`src/rtl/mips_pkg.sv`:
```
// Shared definitions for the MIPS single-cycle core: opcodes, NOP encoding,
// fetch-state and halt-cause codes.
package mips_pkg;

    localparam logic [5:0] OP_RTYPE = 6'h00;
    localparam logic [5:0] OP_J     = 6'h02;
    localparam logic [5:0] OP_JAL   = 6'h03;
    localparam logic [5:0] OP_BEQ   = 6'h04;
    localparam logic [5:0] OP_BNE   = 6'h05;
    localparam logic [5:0] OP_ADDI  = 6'h08;
    localparam logic [5:0] OP_LW    = 6'h23;
    localparam logic [5:0] OP_SW    = 6'h2B;

    // sll $0,$0,0 -- decodes as a harmless no-op
    localparam logic [31:0] NOP_INST         = 32'h0000_0000;
    localparam logic [31:0] RESET_PC_DEFAULT = 32'h0000_0000;

    typedef enum logic {
        RUN  = 1'b0,
        HALT = 1'b1
    } fetch_state_e;

    typedef enum logic [1:0] {
        HC_NONE        = 2'b00,
        HC_INVALID     = 2'b01,
        HC_MISALIGN_JR = 2'b10
    } halt_cause_e;

    function automatic logic [31:0] branch_offset(input logic [15:0] imm);
        return {{14{imm[15]}}, imm, 2'b00};
    endfunction

endpackage

```
`src/rtl/fetch_unit_if.sv`:
```
// Fetch-stage bus: control inputs from ControlUnit, instruction-memory port,
// decoded fields and status outputs.
interface fetch_unit_if #(
    parameter int IMEM_ADDR_W = 10
);
    logic                   Stall;
    logic                   BranchEq;
    logic                   BranchNeq;
    logic                   Jump;
    logic                   JumpReg;
    logic                   InvalidInst;
    logic                   Zero;
    logic [31:0]            RegRs;
    logic [IMEM_ADDR_W-1:0] InstAddr;
    logic [31:0]            InstData;
    logic [5:0]             OpCode;
    logic [5:0]             Funct;
    logic [4:0]             Rs;
    logic [4:0]             Rt;
    logic [4:0]             Rd;
    logic [4:0]             Shamt;
    logic [15:0]            Imm;
    logic [31:0]            PC;
    logic [31:0]            PCPlus4;
    logic                   Halted;
    logic [1:0]             HaltCause;
    logic [31:0]            InstCount;

    modport master (
        output Stall, BranchEq, BranchNeq, Jump, JumpReg, InvalidInst, Zero, RegRs, InstData,
        input  InstAddr, OpCode, Funct, Rs, Rt, Rd, Shamt, Imm, PC, PCPlus4,
        input  Halted, HaltCause, InstCount
    );

    modport slave (
        input  Stall, BranchEq, BranchNeq, Jump, JumpReg, InvalidInst, Zero, RegRs, InstData,
        output InstAddr, OpCode, Funct, Rs, Rt, Rd, Shamt, Imm, PC, PCPlus4,
        output Halted, HaltCause, InstCount
    );
endinterface

```
`src/rtl/pc_next_logic.sv`:
```
// Next-PC selection: jr > j > taken branch > sequential.
module pc_next_logic
    import mips_pkg::*;
(
    input  logic [31:0] pc_i,
    input  logic [25:0] jidx_i,
    input  logic [15:0] imm_i,
    input  logic [31:0] reg_rs_i,
    input  logic        branch_eq_i,
    input  logic        branch_neq_i,
    input  logic        jump_i,
    input  logic        jump_reg_i,
    input  logic        zero_i,
    output logic [31:0] pc_plus4_o,
    output logic [31:0] next_pc_o
);
    logic taken;

    assign pc_plus4_o = pc_i + 32'd4;
    assign taken      = (branch_eq_i & zero_i) | (branch_neq_i & ~zero_i);

    always_comb begin
        next_pc_o = pc_plus4_o;
        if (jump_reg_i)
            next_pc_o = reg_rs_i;
        else if (jump_i)
            next_pc_o = {pc_plus4_o[31:28], jidx_i, 2'b00};
        else if (taken)
            next_pc_o = pc_plus4_o + branch_offset(imm_i);
    end
endmodule

```
`src/rtl/fetch_unit.sv`:
```
// Instruction fetch: PC register, run/halt state, retired-instruction counter
// and field slicing of the issued instruction.
module fetch_unit
    import mips_pkg::*;
#(
    parameter logic [31:0] RESET_PC    = RESET_PC_DEFAULT,
    parameter int          IMEM_ADDR_W = 10
) (
    input  logic         clk,
    input  logic         rst,
    fetch_unit_if.slave  bus
);
    fetch_state_e state_q;
    logic [31:0]  pc_q, cnt_q, cnt_d, pc_d, pc_plus4;
    logic [1:0]   cause_q;
    logic [31:0]  issued;
    logic         jr_misaligned;

    pc_next_logic u_pc_next (
        .pc_i         (pc_q),
        .jidx_i       (bus.InstData[25:0]),
        .imm_i        (bus.InstData[15:0]),
        .reg_rs_i     (bus.RegRs),
        .branch_eq_i  (bus.BranchEq),
        .branch_neq_i (bus.BranchNeq),
        .jump_i       (bus.Jump),
        .jump_reg_i   (bus.JumpReg),
        .zero_i       (bus.Zero),
        .pc_plus4_o   (pc_plus4),
        .next_pc_o    (pc_d)
    );

    assign jr_misaligned = bus.JumpReg & (|bus.RegRs[1:0]);
    assign cnt_d         = (&cnt_q) ? cnt_q : cnt_q + 32'd1;

    // Offending instruction keeps its PC and is not counted.
    always_ff @(posedge clk) begin
        if (rst) begin
            state_q <= RUN;
            pc_q    <= RESET_PC;
            cnt_q   <= '0;
            cause_q <= HC_NONE;
        end else if (!bus.Stall && state_q == RUN) begin
            if (bus.InvalidInst) begin
                state_q <= HALT;
                cause_q <= HC_INVALID;
            end else if (jr_misaligned) begin
                state_q <= HALT;
                cause_q <= HC_MISALIGN_JR;
            end else begin
                pc_q  <= pc_d;
                cnt_q <= cnt_d;
            end
        end
    end

    assign issued        = (state_q == HALT) ? NOP_INST : bus.InstData;
    assign bus.OpCode    = issued[31:26];
    assign bus.Rs        = issued[25:21];
    assign bus.Rt        = issued[20:16];
    assign bus.Rd        = issued[15:11];
    assign bus.Shamt     = issued[10:6];
    assign bus.Funct     = issued[5:0];
    assign bus.Imm       = issued[15:0];
    assign bus.InstAddr  = pc_q[IMEM_ADDR_W+1:2];
    assign bus.PC        = pc_q;
    assign bus.PCPlus4   = pc_plus4;
    assign bus.Halted    = (state_q == HALT);
    assign bus.HaltCause = cause_q;
    assign bus.InstCount = cnt_q;
endmodule

```
`src/flat_wrapper.sv`:
```
// flat-port wrapper written by rule: the top's interface ports become plain ports
module fetch_unit_flat import mips_pkg::*;
#(
    parameter logic [31:0] RESET_PC    = RESET_PC_DEFAULT,
    parameter int          IMEM_ADDR_W = 10
)
  (clk, rst, bus_Stall, bus_BranchEq, bus_BranchNeq, bus_Jump, bus_JumpReg, bus_InvalidInst, bus_Zero, bus_RegRs, bus_InstData, bus_InstAddr, bus_OpCode, bus_Funct, bus_Rs, bus_Rt, bus_Rd, bus_Shamt, bus_Imm, bus_PC, bus_PCPlus4, bus_Halted, bus_HaltCause, bus_InstCount);
  fetch_unit_if #(.IMEM_ADDR_W(IMEM_ADDR_W)) bus_i ();
  input  logic clk;
  input  logic rst;
  input wire logic [$bits(bus_i.Stall)-1:0] bus_Stall;
  input wire logic [$bits(bus_i.BranchEq)-1:0] bus_BranchEq;
  input wire logic [$bits(bus_i.BranchNeq)-1:0] bus_BranchNeq;
  input wire logic [$bits(bus_i.Jump)-1:0] bus_Jump;
  input wire logic [$bits(bus_i.JumpReg)-1:0] bus_JumpReg;
  input wire logic [$bits(bus_i.InvalidInst)-1:0] bus_InvalidInst;
  input wire logic [$bits(bus_i.Zero)-1:0] bus_Zero;
  input wire logic [$bits(bus_i.RegRs)-1:0] bus_RegRs;
  input wire logic [$bits(bus_i.InstData)-1:0] bus_InstData;
  output wire logic [$bits(bus_i.InstAddr)-1:0] bus_InstAddr;
  output wire logic [$bits(bus_i.OpCode)-1:0] bus_OpCode;
  output wire logic [$bits(bus_i.Funct)-1:0] bus_Funct;
  output wire logic [$bits(bus_i.Rs)-1:0] bus_Rs;
  output wire logic [$bits(bus_i.Rt)-1:0] bus_Rt;
  output wire logic [$bits(bus_i.Rd)-1:0] bus_Rd;
  output wire logic [$bits(bus_i.Shamt)-1:0] bus_Shamt;
  output wire logic [$bits(bus_i.Imm)-1:0] bus_Imm;
  output wire logic [$bits(bus_i.PC)-1:0] bus_PC;
  output wire logic [$bits(bus_i.PCPlus4)-1:0] bus_PCPlus4;
  output wire logic [$bits(bus_i.Halted)-1:0] bus_Halted;
  output wire logic [$bits(bus_i.HaltCause)-1:0] bus_HaltCause;
  output wire logic [$bits(bus_i.InstCount)-1:0] bus_InstCount;
  assign bus_i.Stall = bus_Stall;
  assign bus_i.BranchEq = bus_BranchEq;
  assign bus_i.BranchNeq = bus_BranchNeq;
  assign bus_i.Jump = bus_Jump;
  assign bus_i.JumpReg = bus_JumpReg;
  assign bus_i.InvalidInst = bus_InvalidInst;
  assign bus_i.Zero = bus_Zero;
  assign bus_i.RegRs = bus_RegRs;
  assign bus_i.InstData = bus_InstData;
  assign bus_InstAddr = bus_i.InstAddr;
  assign bus_OpCode = bus_i.OpCode;
  assign bus_Funct = bus_i.Funct;
  assign bus_Rs = bus_i.Rs;
  assign bus_Rt = bus_i.Rt;
  assign bus_Rd = bus_i.Rd;
  assign bus_Shamt = bus_i.Shamt;
  assign bus_Imm = bus_i.Imm;
  assign bus_PC = bus_i.PC;
  assign bus_PCPlus4 = bus_i.PCPlus4;
  assign bus_Halted = bus_i.Halted;
  assign bus_HaltCause = bus_i.HaltCause;
  assign bus_InstCount = bus_i.InstCount;
  fetch_unit #(.RESET_PC(RESET_PC), .IMEM_ADDR_W(IMEM_ADDR_W)) u_core (.clk(clk), .rst(rst), .bus(bus_i));
endmodule
```
`config.mk`:
```
export PLATFORM = sky130hd
export DESIGN_NAME = fetch_unit_flat
export DESIGN_NICKNAME = d
export VERILOG_FILES = /design/src/rtl/mips_pkg.sv /design/src/rtl/fetch_unit_if.sv /design/src/rtl/pc_next_logic.sv /design/src/rtl/fetch_unit.sv /design/src/flat_wrapper.sv
export SDC_FILE = /design/constraint.sdc
export NUM_CORES = 1
export LEC_CHECK = 0
export BUFFER_PORTS_ARGS = -buffer_cell sky130_fd_sc_hd__buf_2
export CORE_AREA = 2 2 146 148
export DETAILED_ROUTE_END_ITERATION = 10
export DIE_AREA = 0 0 148 150
export GPL_TIMING_DRIVEN = 0
export SLEW_MARGIN = 20
export SYNTH_ARGS = -nofsm -noshare
export SYNTH_HDL_FRONTEND = slang
export SYNTH_SLANG_ARGS = --single-unit
```
`constraint.sdc`:
```
create_clock -name clk -period 4.02 [get_ports clk]
set_clock_uncertainty 0.1 [all_clocks]
set_input_delay 0.603 -clock clk [delete_from_list [all_inputs] [get_ports clk]]
set_output_delay 0.603 -clock clk [all_outputs]
set_load 0.03 [all_outputs]
```
Word level (Yosys, flattened, before mapping) --
Index checks and enable logic that the tools add are counted.
Word-level totals: bits of input ports 73, word-level logic and storage cells 32, register bits 67
Cells by class: bitwise operators 9, add/subtract/negate cells 3, reductions and logical operators 8, mux-type cells 8
Operator list (number):
- 32-bit 2-to-1 mux | 4
- 32-bit by 1-bit adder with 32-bit output, second input constant | 1
- 32-bit by 3-bit adder with 32-bit output, second input constant | 1
- 32-bit adder | 1
- 32-bit AND reduction | 1
- 1-bit inverter | 5
- 2-bit 2-to-1 mux | 2
- 4-bit AND reduction | 1
- 1-bit AND | 3
- 3-bit AND reduction | 1
- 1-bit 2-to-1 mux | 2
- 2-bit AND reduction | 1
- 2-bit nonzero test | 1
- 2-bit OR reduction | 1
- 1-bit logical AND | 1
- 1-bit logical NOT | 1
- 1-bit bitwise OR | 1

Longest topological paths before layout --
Gate-level depths: netlist of run 1.
depth in word-level cells 6, depth in mapped cells 15

Hierarchy --
Synthesis of run 1 repeated with hierarchy kept, for this count alone.
Second synthesis, totals: cell total of the unflattened synthesis 886, area, all modules 6416.2 sq um
By module, submodules not included:
- fetch_unit | area an instance 3233.1 sq um, sequential area each 1341.3 sq um, instances 1, cells each 409
- pc_next_logic | area an instance 3183.1 sq um, sequential area each 0.0 sq um, instances 1, cells each 477

Least setup slack after synthesis of run 1 --
Ideal clock, no wire load.
path kind register to register, start point register u_core.pc_q[5] (netlist: u_core.bus.PC[5]), end point register u_core.pc_q[24] (netlist: u_core.bus.PC[24]), stages on the path, launching flop included 14, buffers on the path 0, period minus slack after synthesis 4.385 ns, required time 3.788 ns, setup slack -0.365 ns, data arrival time 4.153 ns, path through dfxtp_1 nand4_2 nor4_1 nand3_1 xnor2_1 ha_1 a21oi_1 o21ai_0 a2111oi_0 o21bai_1 a21oi_1 mux2i_1 a2111oi_0 nor3_1
On the way: word-level cells in the longest chain between the ends 5
RTL lines:
- start: declaration | line fetch_unit.sv:14 | logic [31:0] pc_q, cnt_q, cnt_d, pc_d, pc_plus4;
- start signal: assignment | line fetch_unit.sv:51 | pc_q <= pc_d;
- 32-bit by 3-bit adder with 32-bit output | line pc_next_logic.sv:19 | assign pc_plus4_o = pc_i + 32'd4;
- via bus_PCPlus4[15] | line flat_wrapper.sv:29 | output wire logic [$bits(bus_i.PCPlus4)-1:0] bus_PCPlus4;
- 32-bit adder | line pc_next_logic.sv:29 | next_pc_o = pc_plus4_o + branch_offset(imm_i);
- 32-bit 2-to-1 mux | line pc_next_logic.sv:28 | else if (taken)
- 32-bit 2-to-1 mux | line pc_next_logic.sv:26 | else if (jump_i)
- 32-bit 2-to-1 mux | line pc_next_logic.sv:24 | if (jump_reg_i)
The timed path passes the listed nets, and every way through them passes these cells. A chain may end at the register's enable or synchronous reset.

Worst setup path after layout of run 1 --
start point register u_core.pc_q[17] (netlist: u_core.bus.PC[17]), end point register u_core.pc_q[28] (netlist: u_core.bus.PC[28])
On the way: word-level cells in the longest chain between the ends 5
RTL lines (line):
- 32-bit by 3-bit adder with 32-bit output * | pc_next_logic.sv:19
- 32-bit adder | pc_next_logic.sv:29
- 32-bit 2-to-1 mux | pc_next_logic.sv:28
- 32-bit 2-to-1 mux * | pc_next_logic.sv:26
- 32-bit 2-to-1 mux * | pc_next_logic.sv:24
Every way passes the cells marked *; elsewhere a longest branch is shown, timed or not.

==> metrics.txt, run 1 <==
outcome completed; Lkg Pwr 3.897 nW; Yosys cell types 60; post-synthesis compound-gate area fraction 22.11%; Placer Congestion 0.9474; I/O pins 230; total number of vias 7341; Clock Power Share 34.6%; CP startpoint kind flip-flop; multiplexer area fraction after synthesis 1.984%; total CTS buffers 9; Core Rows 53; Clock Pin Slew Worst Setup and Hold Paths 60 ps; Hold Path End u_core.bus.HaltCause[0]; routed wl met2 12070 um; synth top area cells dfxtp_1 22%, ha_1 7.8%, xnor2_1 5.9%, nor2_1 5.6%, a21oi_1 4.8%; clk buf depth 2; first-pass GRT wire length 38500 um; Port Buffers 228; Gate Count Post-Synth 833; reg2reg path depth 14; top sig layer met5; critical path data arrival time 3970 ps; post-synthesis simple-gate area fraction 28.49%; crit path max-delay cell type dfxtp_1; largest family of logic cells by synthesized area simple AND/OR/NAND/NOR gates; wl on met1 11010 um; share of layout cells above drive strength 1 30.63%; Max FO, Critical Path 7; Final Hold Vio Count 0; CTS tree built; Pint 1.464 mW; final core utilization 39.74%; TritonRoute pass-1 iters 5; Hold Crit Depth 2; crit-path cells and4_1 -> and4_1 -> clkbuf_1 -> nand2_1 -> xnor2_2 -> ha_1 -> a21o_1 -> a21o_1 -> a21oi_1 -> o211ai_1 -> a31oi_1 -> o21bai_1 -> xnor2_1 -> o22ai_1; share of the synthesized area in the top cell type 21.92%; synthesized area per cell 7.345 um2; relative slew slack 34.48%; reg2reg start u_core.bus.PC[17]; largest area contributor in the netlist dfxtp_1; GRT Util Overall 22.63%; routed len/inst 19.12 um; residual antenna-violating net count after detailed routing 0; Synth Warn # 0; number of antenna violations at the first check in global routing 3; Final Max Tran Viols 0; vias in the first global route 6662; count of flip-flops with a built-in enable after synthesis 0; Tot Pwr 2.404 mW; VDD IR max 0.0001792 V; Tcrit/Tclk final 96.33%; Fmax achieved 258.2 MHz; Die ar. 22200 um2; sequential fraction of the synthesis area 21.92%; Sink Count 67; DIE WIDTH 148 um; Die Y 150 um; Max Cap Viol 0; Flop pwr share 30.3%; Initial Util 29.57%; Pwr Density 292.4 nW/um2; H-tree Lvls 3; number of synthesized register bits 67; nets@finish 1194; synthesized-area fraction occupied by adder cells 8.098%; global route overflow 0; fraction of registers with async set/reset 0%; crit path capture type flip-flop; Core Box Area 20690 um2; Remaining DRCs 0; r2r setup slk 150 ps; Initial DRC Count 553; XOR/XNOR Fraction of Synth Area 10.02%; met3 routed WL 2420 um; CP Data Required Time 4110 ps; vias per cell 5.386; Post-Syn Nets 945; Post-DP HPWL 20230 um; final count of negative-setup-slack endpoints 0; RR Endpoint u_core.bus.PC[28]; Hold Crit Class flip-flop to flip-flop; fraction of power spent switching nets 39.09%; Worst path max stage delay 450 ps; routed wire length 26060 um; Hold-fix buffers, CTS 0; mapped cell area 6118 um2; largest net degree at the start of global routing 26; sw power 0.9396 mW; Slew @ Worst Pin 973.8 ps; Final min period 3873 ps; HP Start u_core.bus.HaltCause[0]; Synth Flop Type dfxtp_1; Setup CP Type flip-flop to flip-flop; clk root buf clkbuf_16; Area Overhead vs Synth 34.38%; Comb power frac 35.1%; clock insertion delay at the later pin of the skew report 340 ps
## synthesized netlist by cell type (4+ instances only)
cell type / n
a211oi_1: 18
a21o_1: 19
a21oi_1: 59
a221o_1: 5
a221oi_1: 5
a311oi_1: 4
a31oi_1: 7
and2_1: 6
and3_1: 12
and4_1: 6
buf_4: 28
clkbuf_1: 36
dfxtp_1: 67
ha_1: 38
inv_1: 25
mux2i_1: 11
nand2_1: 71
nand2b_1: 5
nand3_1: 31
nand4_1: 27
nor2_1: 91
nor2b_1: 33
nor3_1: 28
nor4_1: 9
o211ai_1: 12
o21a_1: 6
o21ai_0: 38
o21bai_1: 6
o22ai_1: 7
or3_1: 12
xnor2_1: 41
xor2_1: 29
## layout by cell type (no fill, tap or decap), types with 7 or more instances in the layout
cell,Yosys,layout
xor2_1,29,28
a21o_1,19,19
buf_4,28,39
dfxtp_1,67,54
nor3_1,28,26
a211oi_1,18,17
clkbuf_1,36,35
dfxtp_2,0,13
xnor2_2,0,10
clkbuf_16,0,9
o21ai_0,38,36
nand3_1,31,31
o211ai_1,12,12
mux2i_1,11,10
or3_1,12,12
xnor2_1,41,31
nand4_1,27,27
nand2_1,71,71
buf_2,1,229
nor2b_1,33,33
a21oi_1,59,57
ha_1,38,35
nor2_1,91,91
o22ai_1,7,7
and3_1,12,12
inv_1,25,25
a31oi_1,7,7
## worst max-delay path, delay by kind of cell (launching register included)
family	cells	cell delay [ps]
and+or+nand+nor	3	720
adders and majority gates	1	340
buffers and inverters	1	250
xor gates and xnor gates	2	500
AOI/OAI and AO/OA	7	1370
DFF	1	450
## flip-flops by register name, summed over array words and instances, names as in the netlist
name,count
u_core.bus.HaltCause,2
u_core.bus.InstCount,32
u_core.bus.PC,32
u_core.bus.Halted,1
## how the worst max path moves through the flow
| stage | startpoint | to | slack [ps] | depth (start not counted) |
|---|---|---|---|---|
| global placement | u_core.bus.PC[8] | u_core.bus.PC[24] | -1110 | 13 |
| CTS | u_core.bus.PC[4] | u_core.bus.PC[24] | 5 | 13 |
| finish | u_core.bus.PC[17] | u_core.bus.PC[28] | 150 | 14 |
| detailed placement | u_core.bus.PC[8] | u_core.bus.PC[24] | -1160 | 13 |
| global route | u_core.bus.PC[17] | u_core.bus.PC[28] | -50 | 14 |
| floorplan | u_core.bus.PC[3] | u_core.bus.PC[24] | -150 | 12 |
## power groups by stage
stage	registers, mW	clock network [mW]	logic, mW
after floorplan	0.767	0	0.520
after global placement	0.737	0	0.816
after detailed placement	0.737	0	0.819
after CTS	0.724	0.855	0.830
after global routing	0.730	0.878	0.908
final	0.727	0.833	0.843
## metrics by stage
stage | worst slack [ps] | hold slack, ps | std cells | TNS, ps | instance area, um2
floorplan | -149.3 | 497.9 | 833 | -149.3 | 6162
global placement | -1106 | 376.5 | 1336 | -6242 | 7647
detailed placement | -1163 | 372.3 | 1336 | -6756 | 7647
CTS | 4.753 | 395.2 | 1356 | 0 | 8088
global route | -47.70 | 408.7 | 1363 | -49.57 | 8222
finish | 147.3 | 394.3 | 1363 | 0 | 8222
## cell type report
| class | count | area (um2) |
|---|---|---|
| Clock inverter | 7 | 81.33 |
| Multi-Input combinational cell | 674 | 4539 |
| Buffer | 66 | 354.1 |
| Antenna cell | 1 | 2.502 |
| Clock buffer | 9 | 225.2 |
| Tap cell | 275 | 344.1 |
| Sequential cell | 67 | 1358 |
| Fill cell | 2204 | 12470 |
| Timing Repair Buffer | 239 | 1224 |
| Inverter | 25 | 93.84 |
## routing by layer
layer	track usage, %	vias up
li1	-	3496
met1	30.36	3427
met2	37.11	376
met3	4.360	40
met4	6.190	2
met5	0	-
## logic make-up (layout without fill, tap and decap cells)
logic type                 count (synthesis)  in the layout
AOI/OAI and AO/OA                        208            208
buffers and inverters                     92            346
and+or+nand+nor                          345            345
muxes                                     12             12
DFF                                       67             67
xor gates and xnor gates                  70             70
adders and majority gates                 39             39
other                                      0              1
## repair_timing
| item | 4_1_cts | 5_1_grt |
|---|---|---|
| setup buffers | 4 | 7 |
| endpoints found under the setup margin | 13 | 13 |
| pin swaps | 3 | 8 |
| resized for setup | 18 | 26 |
No activity file was read; power rests on OpenSTA's default activity.
==> run 2: changes to the inputs <==
Settings changed: BUFFER_PORTS_ARGS -buffer_cell sky130_fd_sc_hd__buf_2 to -buffer_cell sky130_fd_sc_hd__buf_4, RECOVER_POWER set to 25.
==> metrics.txt, run 2 (same netlist as run 1, synthesis figures left out) <==
TritonRoute pass-1 iters 5 (unchanged); total number of vias 7246 (was 7341); RSZ-0062 raised after global routing false; residual antenna-violating net count after detailed routing 0 (unchanged); clk buf depth 2 (unchanged); GRT Util Overall 22.95% (was 22.63%); filler cell count 2240 (was 2204); most common cell after layout, fill and taps aside buf_4 (was buf_2); number of antenna violations at the first check in global routing 0 (was 3); Tot Pwr 2.448 mW (was 2.404 mW); Placed Instance Area 8218 um2 (was 7647 um2); Final Hold Vio Count 0 (unchanged); H-tree Lvls 3 (unchanged); Max Cap Viol 0 (unchanged); vias per cell 5.332 (was 5.386); share of layout cells above drive strength 1 27.12% (was 30.63%); Final min period 3822 ps (was 3873 ps); Final Max Tran Viols 0 (unchanged); Final Cell Area 8630 um2 (was 8222 um2); CP Data Required Time 4160 ps (was 4110 ps); Place WS -1159 ps (was -1163 ps); Pwr Density 283.7 nW/um2 (was 292.4 nW/um2); CP startpoint kind flip-flop (unchanged); vias in the first global route 6779 (was 6662); crit path capture type flip-flop (unchanged); Fmax achieved 261.7 MHz (was 258.2 MHz); worst setup margin 198.2 ps (was 147.3 ps); Tcrit/Tclk final 95.07% (was 96.33%); Max FO, Critical Path 7 (unchanged); first-pass GRT wire length 38960 um (was 38500 um); Clock Pin Slew Worst Setup and Hold Paths 60 ps (about the same); I/O pins 230 (unchanged); global route overflow 0 (unchanged); routed len/inst 19.29 um (was 19.12 um); Sink Count 67 (unchanged); clock insertion delay at the later pin of the skew report 340 ps (about the same); Die ar. 22200 um2 (unchanged); routed wire length 26210 um (was 26060 um); Setup CP Type flip-flop to flip-flop (unchanged); DIE WIDTH 148 um (unchanged); Initial DRC Count 507 (was 553); Placer Congestion 0.9409 (was 0.9474); largest net degree at the start of global routing 26 (unchanged); VDD IR max 0.0002105 V (was 0.0001792 V); final count of negative-setup-slack endpoints 0 (unchanged); Lkg Pwr 3.794 nW (was 3.897 nW); Die Y 150 um (unchanged); Slew @ Worst Pin 1079 ps (was 973.8 ps); Initial Util 29.57% (unchanged); Remaining DRCs 0 (unchanged); CTS tree built (unchanged); outcome completed (unchanged); Core Rows 53 (unchanged); relative slew slack 26.03% (was 34.48%); Core Box Area 20690 um2 (unchanged); Port Buffers 228 (unchanged); critical path data arrival time 3960 ps (was 3970 ps); Hold Crit Class flip-flop to flip-flop (unchanged); Area Overhead vs Synth 41.04% (was 34.38%); # diodes 0 (was 1); commonest non-fill, non-tap cells in the layout 225 x buf_4, 91 x nor2_1, 75 x clkbuf_1 (was 229 x buf_2, 91 x nor2_1, 71 x nand2_1); nets@finish 1192 (was 1194); Post-DP HPWL 20270 um (was 20230 um); total CTS buffers 9 (unchanged); clk root buf clkbuf_16 (unchanged)
==> run 2: report_power, final <==
group / total [mW] / switching, mW / internal [mW]
sequential: 0.729 / 0.0417 / 0.687
clock: 0.812 / 0.331 / 0.482
combinational: 0.907 / 0.561 / 0.346
total: 2.45 / 0.934 / 1.51
==> run 2: path summary, 6_finish.rpt <==
path / from / to / slack (ps) / cells past startpoint
hold / removal: u_core.bus.PC[0] / u_core.bus.PC[0] / 390 / 1
setup / recovery: u_core.bus.PC[9] / u_core.bus.PC[23] / 200 / 14
hold reg to reg: u_core.bus.PC[0] / u_core.bus.PC[0] / 390 / 1
setup reg to reg: u_core.bus.PC[9] / u_core.bus.PC[23] / 200 / 14
==> run 2: critical path: stages, from the launching register on <==
cell,delay [ps]
dfxtp_2,420
nand4_1,110
buf_4,190
buf_4,150
nor4_4,330
buf_4,180
xor2_2,220
ha_2,360
or2_2,310
a31oi_2,260
a211oi_2,170
a21boi_0,300
xor2_1,300
o2111ai_1,150
and3_1,190
==> run 2: cell type report <==
type / instances / area [um2] / area share, %
clock inverters: 5 / 63.81 / 0.7395
well taps: 275 / 344.1 / 3.987
inverters: 25 / 93.84 / 1.087
repair buffers: 237 / 1629 / 18.88
flip-flops and latches: 67 / 1361 / 15.78
clock buffers: 10 / 229.0 / 2.653
plain buffers: 66 / 355.3 / 4.118
multi-input cells: 674 / 4553 / 52.76
==> run 2: per-layer routing <==
layer | up-vias | track usage [%] | wire length (um)
met4 | 0 | 7.571 | 571
met3 | 40 | 5.427 | 2461
met2 | 335 | 36.99 | 12100
met1 | 3383 | 30.20 | 11080
met5 | - | 0 | 0
li1 | 3488 | - | -
==> run 2: what timing repair did <==
item	CTS	global route
buffers inserted	5	4
pin swaps	3	5
gates resized for setup	19	33
hold endpoints to repair	0	0
hold buffers	0	0
endpoints found under the setup margin	13	12
==> run 2: through the flow <==
step / hold WS, ps / utilization, % / setup TNS (ps) / cells
CTS: 399.1 / 41.85 / 0 / 1356
finish: 390.7 / 41.71 / 0 / 1359
global placement: 385.2 / 39.72 / -6437 / 1336
floorplan: 497.9 / - / -149.3 / 833
detailed placement: 380.1 / 39.72 / -6955 / 1336
global route: 404.4 / 41.71 / 0 / 1359
